--- config.mk ---
export PLATFORM = sky130hd
export DESIGN_NAME = mdio_master
export DESIGN_NICKNAME = d
export VERILOG_FILES = /design/src/rtl/mdio_pkg.sv /design/src/rtl/mdio_mdc_gen.sv /design/src/rtl/mdio_master.sv
export SDC_FILE = /design/constraint.sdc
export NUM_CORES = 1
export LEC_CHECK = 0
export BUFFER_PORTS_ARGS = -buffer_cell sky130_fd_sc_hd__buf_4
export CORE_MARGIN = 1
export CORE_UTILIZATION = 37
export CTS_BUF_LIST = sky130_fd_sc_hd__clkbuf_4
export DETAILED_ROUTE_END_ITERATION = 6
export GPL_TIMING_DRIVEN = 0
export PLACE_DENSITY_LB_ADDON = 0.2
export SYNTH_ARGS = -nofsm -noshare
export SYNTH_HDL_FRONTEND = slang
export SYNTH_SLANG_ARGS = --single-unit
--- constraint.sdc ---
create_clock -name clk -period 2.5 [get_ports clk]
set_input_delay 0.25 -clock clk [delete_from_list [all_inputs] [get_ports clk]]
set_output_delay 0.25 -clock clk [all_outputs]
set_load 0.05 [all_outputs]
--- src/rtl/mdio_pkg.sv ---
// mdio_pkg: shared constants, FSM encoding and field sequencing helpers for mdio_master
package mdio_pkg;
  localparam logic [1:0] OP_WRITE = 2'b01;
  localparam logic [1:0] OP_READ  = 2'b10;
  localparam logic [1:0] ST_BITS  = 2'b01;
  localparam logic [1:0] TA_WRITE = 2'b10;
  localparam int PHYAD_W = 5;
  localparam int REGAD_W = 5;
  localparam int DATA_W  = 16;
  typedef enum logic [3:0] {IDLE, PRE, ST, OP, PHYAD, REGAD, TA, DATA, DONE} state_t;
  function automatic state_t next_field(state_t s);
    return s == PRE ? ST : s == ST ? OP : s == OP ? PHYAD : s == PHYAD ? REGAD :
           s == REGAD ? TA : s == TA ? DATA : s == DATA ? DONE : IDLE;
  endfunction
  function automatic logic [4:0] field_last(state_t s);
    return (s == PHYAD || s == REGAD) ? 5'd4 : s == DATA ? 5'd15 : 5'd1;
  endfunction
endpackage

--- src/rtl/mdio_mdc_gen.sv ---
// mdio_mdc_gen: MDC divider; one bit period is 2*CLK_DIV clk, low half first.
//  clk, rstn (async, active low), soft_reset (sync), en (frame bits in progress)
//  mdc: registered management clock, idles low
//  fall_tick: last cycle of a bit, next edge starts a new bit (MDC falls)
//  sample_tick: last cycle of the MDC high phase
module mdio_mdc_gen #(
  parameter int CLK_DIV = 4
) (
  input  logic clk,
  input  logic rstn,
  input  logic soft_reset,
  input  logic en,
  output logic mdc,
  output logic fall_tick,
  output logic sample_tick
);
  localparam int W = $clog2(2 * CLK_DIV);
  localparam logic [W-1:0] HI_START = W'(CLK_DIV - 1);
  localparam logic [W-1:0] LAST = W'(2 * CLK_DIV - 1);
  logic [W-1:0] cnt;
  if (CLK_DIV < 4) begin : g_bad_div
    $error("mdio_mdc_gen: CLK_DIV must be >= 4");
  end
  assign fall_tick = en && cnt == LAST;
  assign sample_tick = fall_tick;
  always_ff @(posedge clk or negedge rstn)
    if (!rstn) begin
      cnt <= '0;
      mdc <= 1'b0;
    end else if (soft_reset || !en) begin
      cnt <= '0;
      mdc <= 1'b0;
    end else begin
      cnt <= cnt == LAST ? '0 : cnt + 1'b1;
      mdc <= cnt == HI_START ? 1'b1 : cnt == LAST ? 1'b0 : mdc;
    end
endmodule

--- src/rtl/mdio_master.sv ---
// mdio_master: Clause 22 MDIO station-management master (MDC generation, frame tx, read capture).
//  Host side: cmd_valid/cmd_ready/cmd_write/cmd_phyad/cmd_regad/cmd_wdata in,
//             rsp_valid (1-cycle pulse)/rsp_rdata/busy out.
//  Pad side:  MDC, MDIO_out, MDIO_oe out; MDIO_in in (asynchronous, 2-FF synchronised).
//  rstn: async active-low reset; soft_reset: sync abort (keeps last rsp_rdata).
//  Optional MDIO_MASTER_PRE_SUP_EN adds input pre_sup: 1 skips the 32-bit preamble.
module mdio_master
  import mdio_pkg::*;
#(
  parameter int CLK_DIV = 4,
  parameter int PRE_LEN = 32
) (
  input  logic               clk,
  input  logic               rstn,
  input  logic               soft_reset,
  input  logic               cmd_valid,
  output logic               cmd_ready,
  input  logic               cmd_write,
  input  logic [PHYAD_W-1:0] cmd_phyad,
  input  logic [REGAD_W-1:0] cmd_regad,
  input  logic [DATA_W-1:0]  cmd_wdata,
  output logic               rsp_valid,
  output logic [DATA_W-1:0]  rsp_rdata,
  output logic               busy,
  output logic               MDC,
  output logic               MDIO_out,
  output logic               MDIO_oe,
`ifdef MDIO_MASTER_PRE_SUP_EN
  input  logic               pre_sup,
`endif
  input  logic               MDIO_in
);
  localparam int FRAME_W = 6 + PHYAD_W + REGAD_W + DATA_W;
  state_t state, nxt;
  logic [4:0] cnt;
  logic [FRAME_W-1:0] sr, frame;
  logic [DATA_W-1:0] rx;
  logic wr, sy1, sy2, en, fall_tick, sample_tick, skip_pre;
`ifdef MDIO_MASTER_PRE_SUP_EN
  assign skip_pre = pre_sup;
`else
  assign skip_pre = 1'b0;
`endif
  assign en = state != IDLE && state != DONE;
  assign busy = ~cmd_ready;
  assign nxt = cnt == 5'd0 ? next_field(state) : state;
  // Everything after the preamble goes out of one shift register; read frames
  // park ones in the TA/DATA slots since the bus is released there anyway.
  assign frame = {ST_BITS, cmd_write ? OP_WRITE : OP_READ, cmd_phyad, cmd_regad,
                  cmd_write ? {TA_WRITE, cmd_wdata} : {(DATA_W + 2){1'b1}}};
  mdio_mdc_gen #(.CLK_DIV(CLK_DIV)) u_mdc (
    .clk(clk),
    .rstn(rstn),
    .soft_reset(soft_reset),
    .en(en),
    .mdc(MDC),
    .fall_tick(fall_tick),
    .sample_tick(sample_tick)
  );
  always_ff @(posedge clk or negedge rstn)
    if (!rstn) begin
      state <= IDLE;
      cnt <= '0;
      sr <= '0;
      rx <= '0;
      wr <= 1'b0;
      sy1 <= 1'b0;
      sy2 <= 1'b0;
      cmd_ready <= 1'b1;
      rsp_valid <= 1'b0;
      rsp_rdata <= '0;
      MDIO_out <= 1'b1;
      MDIO_oe <= 1'b0;
    end else if (soft_reset) begin
      state <= IDLE;
      cnt <= '0;
      sr <= '0;
      rx <= '0;
      wr <= 1'b0;
      sy1 <= 1'b0;
      sy2 <= 1'b0;
      cmd_ready <= 1'b1;
      rsp_valid <= 1'b0;
      MDIO_out <= 1'b1;
      MDIO_oe <= 1'b0;
    end else begin
      sy1 <= MDIO_in;
      sy2 <= sy1;
      rsp_valid <= 1'b0;
      if (state == DATA && !wr && sample_tick) rx <= {rx[DATA_W-2:0], sy2};
      if (state == IDLE && cmd_valid) begin
        state <= skip_pre ? ST : PRE;
        cnt <= skip_pre ? field_last(ST) : 5'(PRE_LEN - 1);
        sr <= skip_pre ? frame << 1 : frame;
        MDIO_out <= skip_pre ? frame[FRAME_W-1] : 1'b1;
        MDIO_oe <= 1'b1;
        wr <= cmd_write;
        cmd_ready <= 1'b0;
      end else if (state == DONE) begin
        state <= IDLE;
        cmd_ready <= 1'b1;
      end else if (fall_tick) begin
        state <= nxt;
        cnt <= cnt == 5'd0 ? field_last(nxt) : cnt - 5'd1;
        rsp_valid <= nxt == DONE;
        if (nxt == DONE) rsp_rdata <= wr ? '0 : {rx[DATA_W-2:0], sy2};
        MDIO_out <= nxt == DONE || nxt == PRE || sr[FRAME_W-1];
        MDIO_oe <= nxt != DONE && !(!wr && (nxt == TA || nxt == DATA));
        if (nxt != PRE) sr <= sr << 1;
      end
    end
endmodule

==> summary.md <==
| Metric | Value |
|---|---|
| Status | finished, violations left |
| Violated checks | hold timing |
| Reported net switching power | 0.000866 W |
| GRT Util Overall | 0.178 |
| Core Area | 10900 um^2 |
| Post-synth EDFFs | 0 |
| Top cell type's share of synthesized area | 0.485 |
| Post-Synth Simple-Gate Area | 0.204 |
| IO Pins | 54 |
| Synthesized area per cell | 10.3 um^2 |
| Via count of the first global-routing pass | 3220 |
| Vias | about 3300 |
| Internal | around 0.002 W |
| Flops & latches, synth | 83 |
| Min Tclk post-route | 2340 ps |
| Number of fill cells in the layout | 1076 |
| CTS tree | done |
| Clock sinks | 83 |
| Synth Area in Compound Gates | 0.165 |
| Diodes inserted | 0 |
| Main area contributors after synthesis | dfrtp_1 48%, mux2i_1 7.2%, nand3_1 3.5% |
| Final worst path period share | 0.934 |
| XOR/XNOR share of the synthesized area | 0 |
| Worst skew pair latency | 440 ps |
| TNS Setup | 0 ps |
| Multiplexer share of the synthesized area | 0.0718 |
| Nets | 513 |
| Max VDD drop | 242 uV |
| Routed wire length | 9690 um |
| Post-synth top area cell | dfrtp_1 |
| Die X-Extent | ~110 um |
| Largest family of logic cells by synthesized area | simple AND/OR/NAND/NOR gates |
| TritonRoute pass-1 iters | 4 |
| Vias/cell | 5.36 |
| Leakage power | roughly 2.2 nW |
| Tightest Hold Check Type | in2async |
| Worst Max-Slew Pin Slew | 1070 ps |
| CP max FO | 10 |
| Crit Path Category | reg2reg |
| Sequential share of power | 0.510 |
| Max Cap Violations | 0 |
| Die area | 11700 um^2 |
| CTS clock-pin slew for the worst setup and hold paths | 150 ps |
| Share of cells above drive strength 1 | 0.251 |
| Crit. End Element | flip-flop |
| Synth warn | 0 |
| Die height | roughly 110 um |
| DRC viols | 0 |
| Area Overhead vs Synth | 19.8% |
| Area of the multi-input gates | 1910 um^2 |
| Sw frac | 0.297 |
| Initial antenna violation count | 0 |
| H-Tree Depth | 3 |
| Wire per inst | roughly 16 um |
| Most common cell after layout, fill and taps aside | dfrtp_1 |
| Net Count, Synth | 441 |
| Clock share of power | 0.323 |
| First-pass GRT wire length | 16300 um |
| Crit-path cells | ha_1 > ha_2 > o31a_1 > buf_2 > o41ai_4 > and2_1 > buf_2 > buf_4 > o41ai_2 |
| Port Buf Inserts | 52 |
| Comb power frac | 0.166 |
| Worst Clk Skew | 23.7 ps |
| Largest stage delay, worst path | 380 ps |
| Post-synth top flop | dfrtp_1 |
| DRT antenna net count | 0 |
| Worst path required time | 2830 ps |
| Post-synthesis sequential area ratio | 0.497 |
| Pin count of the biggest net entering global routing | 84 |
| Post-synth ARST share | 1.00 |
| Most frequent cells in the layout | 81 x dfrtp_1, 63 x buf_4, 37 x nor2_1, 30 x mux2i_1 |
| RePlAce Congestion | 0.784 |
| Congestion Overflow GR | 0 |
| Placed Area | around 4700 um^2 |
| Setup Viol. Count Final | 0 |
| Arr. time, crit path | 2660 ps |
| Starting DRT DRC Count | roughly 130 |
| Slew Limit Headroom | 0.284 |
| CP most frequent cell | buf_2 |
| Syn Std Cell Area | 4180 um^2 |
| Root buffer cell | clkbuf_4 |
| Final instance area | between 5000 and 6000 um^2 |
| Synthesized instance count | 405 |
| Adder-cell share of the synthesized area | 0.0120 |
| Row count | 38 |
| Cts bufs inserted | 9 |
| Seq. cell area | 2080 um^2 |
| Post-synthesis cell type count | 53 |
| Placed cells | 597 |
| Worst setup SP type | flip-flop |
| Clock tree buffer depth | 2 |
| Post-route insts no fill | roughly 620 |
| Slew Limit Fails | 0 |
| Post-DP HPWL | 6620 um |
| Pwr/cell area | 581 nW/um^2 |
| Max Clk Rate | 428 MHz |
| CP max-delay cell | dfrtp_1 |
| Hold WS | -33.4 ps |
| Final hold vios | 20 |
| Initial Util | 0.382 |
path summary, 6_finish.rpt:
kind,cells after the start,start,end,slack (ps)
max in group asynchronous,1,rstn,sr[11],1810
worst min register to register,1,u_mdc.cnt[0],u_mdc.cnt[0],450
min in group clk,2,MDIO_in,sy1,50
worst min-delay path,1,rstn,MDIO_oe,-30
worst max register to register,9,u_mdc.cnt[0],sr[12],160
worst max-delay path,9,u_mdc.cnt[0],sr[12],160
layer usage:
metal / part of all wire / wire [um] / track usage / vias up
met5: 0 / 0 / 0 / -
met4: 0.0071 / 69 / 0.0434 / 0
met3: 0.031 / 305 / 0.0338 / 7
met2: 0.48 / 4620 / 0.286 / 70
met1: 0.48 / 4700 / 0.248 / 1654
li1: - / - / - / 1606
area by class of cell:
class | instances | share of cell area
Buffer | 36 | 0.0345
Inverter | 8 | 0.00600
Timing Repair Buffer | 62 | 0.0929
Clock inverter | 7 | 0.0220
Sequential cell | 83 | 0.415
Clock buffer | 9 | 0.0135
Tap cell | 140 | 0.0350
Multi-Input combinational cell | 277 | 0.381
logic make-up (layout without fill, tap and decap cells):
family | count (synthesis) | after routing
AND/OR/NAND/NOR | 158 | 158
AO/OA/AOI/OAI | 85 | 85
flip-flops | 83 | 83
buffers and inverters | 45 | 122
multiplexers | 30 | 30
adder cells (fa/ha/maj) | 4 | 4
cell usage after synthesis, drive strengths merged, types with 2 or more instances:
cell	count
or4b	3
dfstp	2
buf	11
a21boi	2
nor2b	3
a21o	3
inv	8
o41ai	17
nand4	2
nor2	37
ha	4
nor3	6
nand2b	16
or3	3
mux2i	30
or4	2
o21ai	20
o31ai	15
or2	3
nor3b	18
clkbuf	26
nand3	29
dfrtp	81
a211oi	2
nand2	29
a21oi	13
a31oi	2
or2b	2
o31a	2
metrics by stage:
stage	utilization	power [W]	hold WS (ps)	setup WS (ps)
after floorplan	-	0.00181	-45.6	294
after global placement	0.434	0.00198	428	-85.0
after detailed placement	0.434	0.00199	435	-115
after CTS	0.451	0.00293	33.8	26.8
after global routing	0.458	0.00305	39.1	-0.907
final	0.458	0.00291	-33.4	164
worst max-delay path: cells and delay by family, from the launching register on:
| kind | cells | cell delay (ps) |
|---|---|---|
| simple gates | 1 | 170 |
| flops | 1 | 380 |
| fa+ha+maj | 2 | 460 |
| buf+inv | 3 | 620 |
| compound gates | 3 | 610 |
flip-flops by register name, indices dropped and copies added (netlist names), 3 cells and up:
| signal | cells |
|---|---|
| sr | 32 |
| rsp_rdata | 16 |
| rx | 15 |
| cnt | 5 |
| state | 4 |
| u_mdc.cnt | 3 |
power groups by stage:
stage	combinational (W)	clock, W	sequential (W)
2_1_floorplan	0.000258	0	0.00156
3_3_place_gp	0.000471	0	0.00151
4_1_cts	0.000478	0.000965	0.00149
3_5_place_dp	0.000476	0	0.00151
5_1_grt	0.000530	0.00102	0.00150
6_report	0.000483	0.000942	0.00149
timing repair:
item,CTS,global route
pin swaps,0,2
endpoints found under the hold margin,0,0
endpoints found under the setup margin,23,29
hold buffers,0,0
setup buffers,0,10
resized for setup,2,0
Note: power is estimated with default switching activity, not from simulation.
